## config.mk

```make
export PLATFORM = sky130hd
export DESIGN_NAME = hazard_ctrl
export DESIGN_NICKNAME = d
export VERILOG_FILES = /design/src/rtl/hazard_ctrl.sv
export SDC_FILE = /design/constraint.sdc
export NUM_CORES = 1
export LEC_CHECK = 0
export BUFFER_PORTS_ARGS = -buffer_cell sky130_fd_sc_hd__buf_2
export CAP_MARGIN = 25
export CORE_ASPECT_RATIO = 2
export CORE_MARGIN = 2
export CORE_UTILIZATION = 41
export CTS_BUF_LIST = sky130_fd_sc_hd__clkbuf_8
export DETAILED_ROUTE_END_ITERATION = 8
export PLACE_DENSITY = 0.77
export SLEW_MARGIN = 20
export SYNTH_ARGS = -nofsm -noshare
export SYNTH_HDL_FRONTEND = slang
export SYNTH_SLANG_ARGS = --single-unit
```

## constraint.sdc

```tcl
create_clock -name clk_i -period 3.3 [get_ports clk_i]
set_input_delay 0.66 -clock clk_i [delete_from_list [all_inputs] [get_ports clk_i]]
set_output_delay 0.66 -clock clk_i [all_outputs]
set_load 0.01 [all_outputs]
```

## src/rtl/hazard_ctrl.sv

```systemverilog
// Hazard controller for the 5-stage RISC-V core: EX operand forwarding, load-use
// and branch stall/flush control, data-memory wait tracking and perf counters.
module hazard_ctrl #(
    parameter int CNT_W       = 16,
    parameter int MEM_TIMEOUT = 64
) (
    input  logic             clk_i,
    input  logic             rst_i,
    input  logic [4:0]       rs1_id_i,
    input  logic [4:0]       rs2_id_i,
    input  logic [4:0]       rs1_ex_i,
    input  logic [4:0]       rs2_ex_i,
    input  logic [4:0]       rd_ex_i,
    input  logic             RegWrite_ex_i,
    input  logic [1:0]       WriteSrc_ex_i,
    input  logic [4:0]       rd_mem_i,
    input  logic             RegWrite_mem_i,
    input  logic [4:0]       rd_wb_i,
    input  logic             RegWrite_wb_i,
    input  logic             PCsrc_ex_i,
    input  logic             mem_busy_i,
    output logic [1:0]       fwdA_o,
    output logic [1:0]       fwdB_o,
    output logic             stall_pc_o,
    output logic             stall_ifid_o,
    output logic             stall_idex_o,
    output logic             stall_exmem_o,
    output logic             flush_ifid_o,
    output logic             flush_idex_o,
    output logic             mem_timeout_o,
    output logic [CNT_W-1:0] stall_cnt_o,
    output logic [CNT_W-1:0] flush_cnt_o
);

    typedef enum logic [1:0] {RUN, MEM_WAIT, ERR} state_t;

    localparam logic [8:0] TIMEOUT_V = 9'(MEM_TIMEOUT);

    state_t     state_q, state_d;
    logic [7:0] wait_cnt_q, wait_cnt_d;
    logic [8:0] wait_cnt_inc;
    logic       load_use;

    function automatic logic [CNT_W-1:0] sat_inc(input logic [CNT_W-1:0] v);
        if (&v) return v;
        return v + 1'b1;
    endfunction

    // MEM result has priority over WB; x0 is never forwarded.
    function automatic logic [1:0] fwd_sel(input logic [4:0] rs,
                                           input logic [4:0] rd_mem, input logic we_mem,
                                           input logic [4:0] rd_wb,  input logic we_wb);
        if (we_mem && rd_mem != 5'd0 && rd_mem == rs) return 2'b10;
        if (we_wb  && rd_wb  != 5'd0 && rd_wb  == rs) return 2'b01;
        return 2'b00;
    endfunction

    always_comb begin
        fwdA_o = 2'b00;
        fwdB_o = 2'b00;
        if (!rst_i) begin
            fwdA_o = fwd_sel(rs1_ex_i, rd_mem_i, RegWrite_mem_i, rd_wb_i, RegWrite_wb_i);
            fwdB_o = fwd_sel(rs2_ex_i, rd_mem_i, RegWrite_mem_i, rd_wb_i, RegWrite_wb_i);
        end
    end

    assign load_use = RegWrite_ex_i && (WriteSrc_ex_i == 2'b01) && (rd_ex_i != 5'd0) &&
                      ((rd_ex_i == rs1_id_i) || (rd_ex_i == rs2_id_i));

    assign wait_cnt_inc = {1'b0, wait_cnt_q} + 9'd1;

    always_ff @(posedge clk_i) begin
        if (rst_i) begin
            state_q    <= RUN;
            wait_cnt_q <= 8'd0;
        end else begin
            state_q    <= state_d;
            wait_cnt_q <= wait_cnt_d;
        end
    end

    // The wait counter holds the number of consecutive busy cycles seen so far.
    always_comb begin
        state_d    = state_q;
        wait_cnt_d = wait_cnt_q;
        unique case (state_q)
            RUN: begin
                if (mem_busy_i) begin
                    wait_cnt_d = 8'd1;
                    state_d    = (TIMEOUT_V <= 9'd1) ? ERR : MEM_WAIT;
                end
            end
            MEM_WAIT: begin
                if (mem_busy_i) begin
                    wait_cnt_d = wait_cnt_inc[7:0];
                    if (wait_cnt_inc >= TIMEOUT_V) state_d = ERR;
                end else begin
                    wait_cnt_d = 8'd0;
                    state_d    = RUN;
                end
            end
            ERR:     state_d = ERR;
            default: state_d = RUN;
        endcase
    end

    always_comb begin
        stall_pc_o    = 1'b0;
        stall_ifid_o  = 1'b0;
        stall_idex_o  = 1'b0;
        stall_exmem_o = 1'b0;
        flush_ifid_o  = 1'b0;
        flush_idex_o  = 1'b0;
        if (!rst_i) begin
            if (state_q == ERR || mem_busy_i) begin
                stall_pc_o    = 1'b1;
                stall_ifid_o  = 1'b1;
                stall_idex_o  = 1'b1;
                stall_exmem_o = 1'b1;
            end else if (PCsrc_ex_i) begin
                flush_ifid_o = 1'b1;
                flush_idex_o = 1'b1;
            end else if (load_use) begin
                stall_pc_o   = 1'b1;
                stall_ifid_o = 1'b1;
                flush_idex_o = 1'b1;
            end
        end
    end

    always_ff @(posedge clk_i) begin
        if (rst_i) begin
            mem_timeout_o <= 1'b0;
            stall_cnt_o   <= '0;
            flush_cnt_o   <= '0;
        end else begin
            if (state_d == ERR) mem_timeout_o <= 1'b1;
            if (stall_pc_o)     stall_cnt_o   <= sat_inc(stall_cnt_o);
            if (flush_idex_o)   flush_cnt_o   <= sat_inc(flush_cnt_o);
        end
    end

endmodule

```

* Yosys cells after proc, flatten, opt, wreduce, memory -nomap -nowiden *
Index checks and enable logic that the tools add are counted.

cells by class
  eq/ne operators = 13
  add/subtract/negate cells = 3
  reduce and logical (&&, ||, !) cells = 21
  order comparisons = 1
  multiplexer cells = 47

operators with widths
  operator                 count
  $add A16 B1 Y16 const B  2
  $mux W16                 2
  $reduce_and A16 Y1       2
  $eq A5 B5 Y1             6
  $mux W1                  28
  $mux W2                  13
  $mux W8                  2
  $pmux W8 S2              1
  $reduce_bool A5 Y1       3
  $add A8 B1 Y9 const B    1
  $ge A9 B7 Y1 const B     1
  $logic_and A1 B1 Y1      9
  $ne A2 B2 Y1 const B     3
  $pmux W2 S3              1
  $reduce_and A2 Y1        3
  $eq A2 B1 Y1 const B     2
  $eq A2 B2 Y1 const B     2
  $logic_not A2 Y1         1
  $logic_or A1 B1 Y1       2
  $reduce_bool A2 Y1       1

word-level totals
  output and inout bits = 43
  bits of input ports = 44
  register bits after elaboration = 43

* Logic depth before layout (Yosys ltp) *
  depth after elaboration = 12
  depth in mapped cells = 9

* Least setup slack after synthesis *
OpenSTA, ideal clock, no wires.

  kind = input -> output
  start = in rd_mem_i[1]
  end = out fwdA_o[0]
  data arrival time = 2.023 ns
  stages = 4
  path buffers = 0
  slack = 0.617 ns
  cell sequence = or4_1 -> o21ai_0 -> nor3_1 -> nor4_1

on the way
  cells in the longest elaborated chain, start to end = 7
  elaborated cells between the ends (all ways) = 8
  those cells by class = eq/ne (1); mux (4); reduce/logical (3)

ends and longest elaborated chain
  item                   RTL line  source
  from (decl)            16        input logic [4:0] rd_mem_i,
  $reduce_bool A5 Y1     53        if (we_mem && rd_mem != 5'd0 && rd_mem == rs) return 2'b10;
  $logic_and A1 B1 Y1    53
  $logic_and A1 B1 Y1 *  53
  $mux W1 *              53
  $mux W1 *              61        if (!rst_i) begin
  $mux W2 *              54        if (we_wb && rd_wb != 5'd0 && rd_wb == rs) return 2'b01;
  $mux W2 *              61
  to (decl)              22        output logic [1:0] fwdA_o,

Every way passes the cells marked *; elsewhere a longest branch is shown, timed or not. The select of a mux whose other input is x is not followed.

* Final worst setup path *
  start = in rd_mem_i[1]
  end = out fwdB_o[0]

on the way
  cells in the longest elaborated chain, start to end = 7
  elaborated cells between the ends (all ways) = 8
  those cells by class = eq/ne (1); mux (4); reduce/logical (3)

ends and longest elaborated chain
  item                   RTL line  source
  $reduce_bool A5 Y1     53
  $logic_and A1 B1 Y1    53
  $logic_and A1 B1 Y1 *  53
  $mux W1 *              53
  $mux W1 *              61
  $mux W2 *              54
  $mux W2 *              61
  to (decl)              23        output logic [1:0] fwdB_o,

Marks and branches as above.

==> flow_results.org <==
** Clocking
- After clock tree synthesis, the setup repair step added 0 buffers.
- For this design, the CTS-stage hold fixing added 0 buffers.
- The tree is rooted in a clkbuf_8.
- In this run the number of H-tree levels came out at 2.
- Maximum buffer depth of the clock tree :: 2
- After clock tree synthesis, the clock-pin slew on the worst setup and hold paths is approximately 0.08 ns.
- Once the clock tree was built, the resizer swapped 0 gates to a different size.
- At the later pin of the worst-skew pair, clock insertion delay measures between 0.3 and 0.4 ns.
- TritonCTS built the clock tree.
- Clock Sink Count :: 43
- Counting the buffers created by CTS gives 5.

** Global routing
- Total global-route track usage :: about 20%
- Entering global routing, the biggest net connects 32 pins.
- After global routing the overflow that remains totals 0.
- Most utilized layer in the global route result :: met2
- Global routing used approximately 3.6% of the available met3 tracks.
- The first global-routing pass estimated around 11000 um of wire.
- M1 GR Usage :: between 10% and 20%
- The number of global-route vias before repair is 2500.
- The initial antenna violation count came to 0.
- Met2 usage in global routing :: roughly two fifths

** Floorplan
- During I/O placement, the number of pins put on the boundary was just under 90.
- From bottom edge to top edge, the die measures about 120 um.
- The die is 60.01 um wide.
- Floorplan die area :: 6962 um2
- Area of the core :: 6056 um2
- Starting utilization of the core area :: a little over two fifths
- After floorplanning, the core was divided into 40 placement rows.

** Logic synthesis
- dfxtp_1 takes more of the synthesized area than any other cell.
- The cell count after synthesis came out at approximately 320.
- The synthesized design contains 0 enable-type register cells.
- Number of flip-flops and latches in the synthesized netlist :: 43
- Post-synthesis area per instance :: between 8 and 9 um2
- Post-synthesis sequential area ratio :: approximately 33%
- Proportion of netlist area held by the largest area contributor :: between 30 and 40%
- In the post-synthesis netlist, the biggest area contributors are dfxtp_1 (33%), a21oi_1 (7.6%), xnor2_1 (6.8%), or3_1 (4.1%), xor2_1 (4.1%).
- Syn Std Cell Area :: approximately 2600 um2
- Post-synth top flop :: dfxtp_1
- Yosys printed 0 warnings.
- Synth cell types :: between 40 and 50
- Counting flops with an async set or reset pin after synthesis yields a share of 0%.
- Counting every net in the synthesized netlist gives between 300 and 400.

** Finish
- Share of post-route cells with drive strength above 1 :: between 20% and 30%
- The count of cells in the finished layout, fillers not included, comes to around 490.
- Most common cell after layout, fill and taps aside :: buf_2
- Leading cell types in the layout, fill and taps excluded :: buf_2 (86), dfxtp_1 (43), a21oi_1 (39), nand2_1 (21), nor2_1 (21)
- 0 antenna diodes ended up in the layout.
- Area Growth Syn to Fin :: 23.15%
- Cells fill 52.31% of the core in the end.
- Number of nets in the layout :: 448

** Setup path
- Type of the worst setup path :: primary input to primary output
- Maximum cell stage delay along the critical path :: 0.51 ns
- At the worst endpoint, the required time is ~2.6 ns.
- Data arrival time of the worst path :: 2.21 ns
- Most numerous cell on the critical path :: buf_2
- Broken down by cell family, the worst path's largest delay share belongs to simple AND/OR/NAND/NOR gates.
- The critical path contains buffers and inverters numbering 2 combined.
- The worst setup path is launched from a primary input.
- Walking the worst path, the cells encountered are buf_2, or4_1, o21ai_0, nor3_1, nor4_1, buf_2.
- Worst-path cell with the longest stage delay :: or4_1
- Type of element capturing the critical path :: primary output
- In this run the worst path has a maximum fanout of 4.

** Route
- After detailed routing, the total wire length is approximately 6700 um.
- The first routing iteration left 87 violations.
- The first detailed-routing pass ran for 4 iterations.
- Via density per instance :: between 5 and 6
- After detailed routing, the average wire length per cell comes to around 14 um.
- The count of nets left with antenna violations once routing finished came out at 0.
- Post-route DRC :: 0
- Vias :: roughly 2700

** Timing
- Across all hold checks on the routed design, the worst slack comes to approximately 0.44 ns.
- For the pin with the worst max-slew slack, the measured transition is 0.6976 ns.
- Final hold violation count :: 0
- Largest clock skew in the final design :: roughly 0.0079 ns
- Max Clock Freq :: about 350 MHz
- Final period utilization :: between 80 and 90%
- Final total negative setup slack :: 0 ns
- Setup violations remaining at the end of the flow were counted as 0.
- The clock period could shrink to roughly 2.9 ns.
- Max Slew Vio Count :: 0
- Setup repair after global routing left no endpoint under its margin.
- Max transition margin :: a little over half

** Power and ir drop
- Power, Total :: approximately 0.0011 W
- For this design the static power due to leakage is between 1 and 1.5 nW.
- Dividing total power by cell area gives a power density of 341.7 nW/um2.
- Across the VDD grid, the largest voltage drop is just over 0.2 mV.

** Place
- I/O Buffers :: 86
- Dpl cells :: roughly 480
- The wire-length estimate of the detail-placed layout is 5161 um.
- The congestion estimate from routability-driven global placement came to roughly 0.8.

** Run
- Number of max-capacitance violations reported :: 0

** Hold path
- The worst hold path belongs to the class flip-flop to flip-flop.

** Run status
- The flow ran to the end, and the final reports show no timing, DRC or antenna violations.
## flip-flops by register name, indices dropped and copies added (netlist names)
name / flops
stall_cnt_o: 16
state_q: 2
flush_cnt_o: 16
mem_timeout_o: 1
wait_cnt_q: 8
## report_power, final
part | leakage (nW) | internal [W] | switching, W | total, W
logic | 0.850 | 0.0000603 | 0.0000769 | 0.000137
clock network | 0.0581 | 0.000225 | 0.000191 | 0.000417
registers | 0.347 | 0.000523 | 0.00000617 | 0.000529
total | 1.25 | 0.000808 | 0.000274 | 0.00108
## worst min-delay path, stage by stage (launching register included)
cell and delay, ns:
dfxtp_1 0.31, inv_1 0.05, a21oi_1 0.05
## kinds of logic (layout without fill, tap and decap cells)
logic type	count (synthesis)	in the layout	share of synthesized area, %
fa+ha+maj	4	4	1.946
flops	43	43	33.46
xor+xnor	32	32	10.89
simple gates	130	130	27.92
mux	5	5	2.043
buf+inv	23	106	4.814
compound gates	81	81	18.92
## layer usage
| layer | routed length [um] | part of all wire, % |
|---|---|---|
| met5 | 0 | 0 |
| met3 | 313 | 4.7 |
| met2 | 3758 | 56 |
| met1 | 2466 | 37 |
| met4 | 136 | 2.0 |
## Yosys cell counts, types with 2 or more instances
cell / instances
nand2_1: 21
buf_4: 2
nand3_1: 17
xnor2_1: 20
buf_2: 3
a21oi_1: 39
xor2_1: 12
o21a_1: 2
and3_1: 3
nor3_1: 9
nor2b_1: 5
clkbuf_1: 6
or3_1: 17
dfxtp_1: 43
mux2i_1: 3
mux2_2: 2
nor2_1: 21
o31ai_1: 10
o21ai_0: 16
or4_1: 13
and4_4: 3
ha_1: 4
inv_1: 9
o211ai_1: 2
nand4_1: 7
buf_6: 2
nor4_1: 5
and4_1: 3
## layout make-up
type,instances,area (um2)
clock inverter,3,43.79
clock buffer,5,68.82
fill,593,2888
sequential,43,860.8
timing repair buffer,89,452.9
tap,84,105.1
multi-input combinational,252,1603
inverter,9,33.78
## worst paths after layout
| check | startpoint | end | slack [ns] | depth (start not counted) |
|---|---|---|---|---|
| setup reg to reg | stall_cnt_o[0]$_SDFFE_PP0P_ | stall_cnt_o[1]$_SDFFE_PP0P_ | 0.92 | 8 |
| hold / removal | mem_timeout_o$_SDFFE_PP0N_ | mem_timeout_o$_SDFFE_PP0N_ | 0.44 | 2 |
| setup / recovery | rd_mem_i[1] | fwdB_o[0] | 0.43 | 6 |
| hold reg to reg | mem_timeout_o$_SDFFE_PP0N_ | mem_timeout_o$_SDFFE_PP0N_ | 0.44 | 2 |
## stage by stage
stage	setup slack (ns)	area, um2
finish	0.4314	3168
global route	0.3399	3168
CTS	0.4200	3159
detailed placement	0.4164	3047
global placement	0.4468	3047
floorplan	0.6169	2572
No activity file was read; power rests on OpenSTA's default activity.
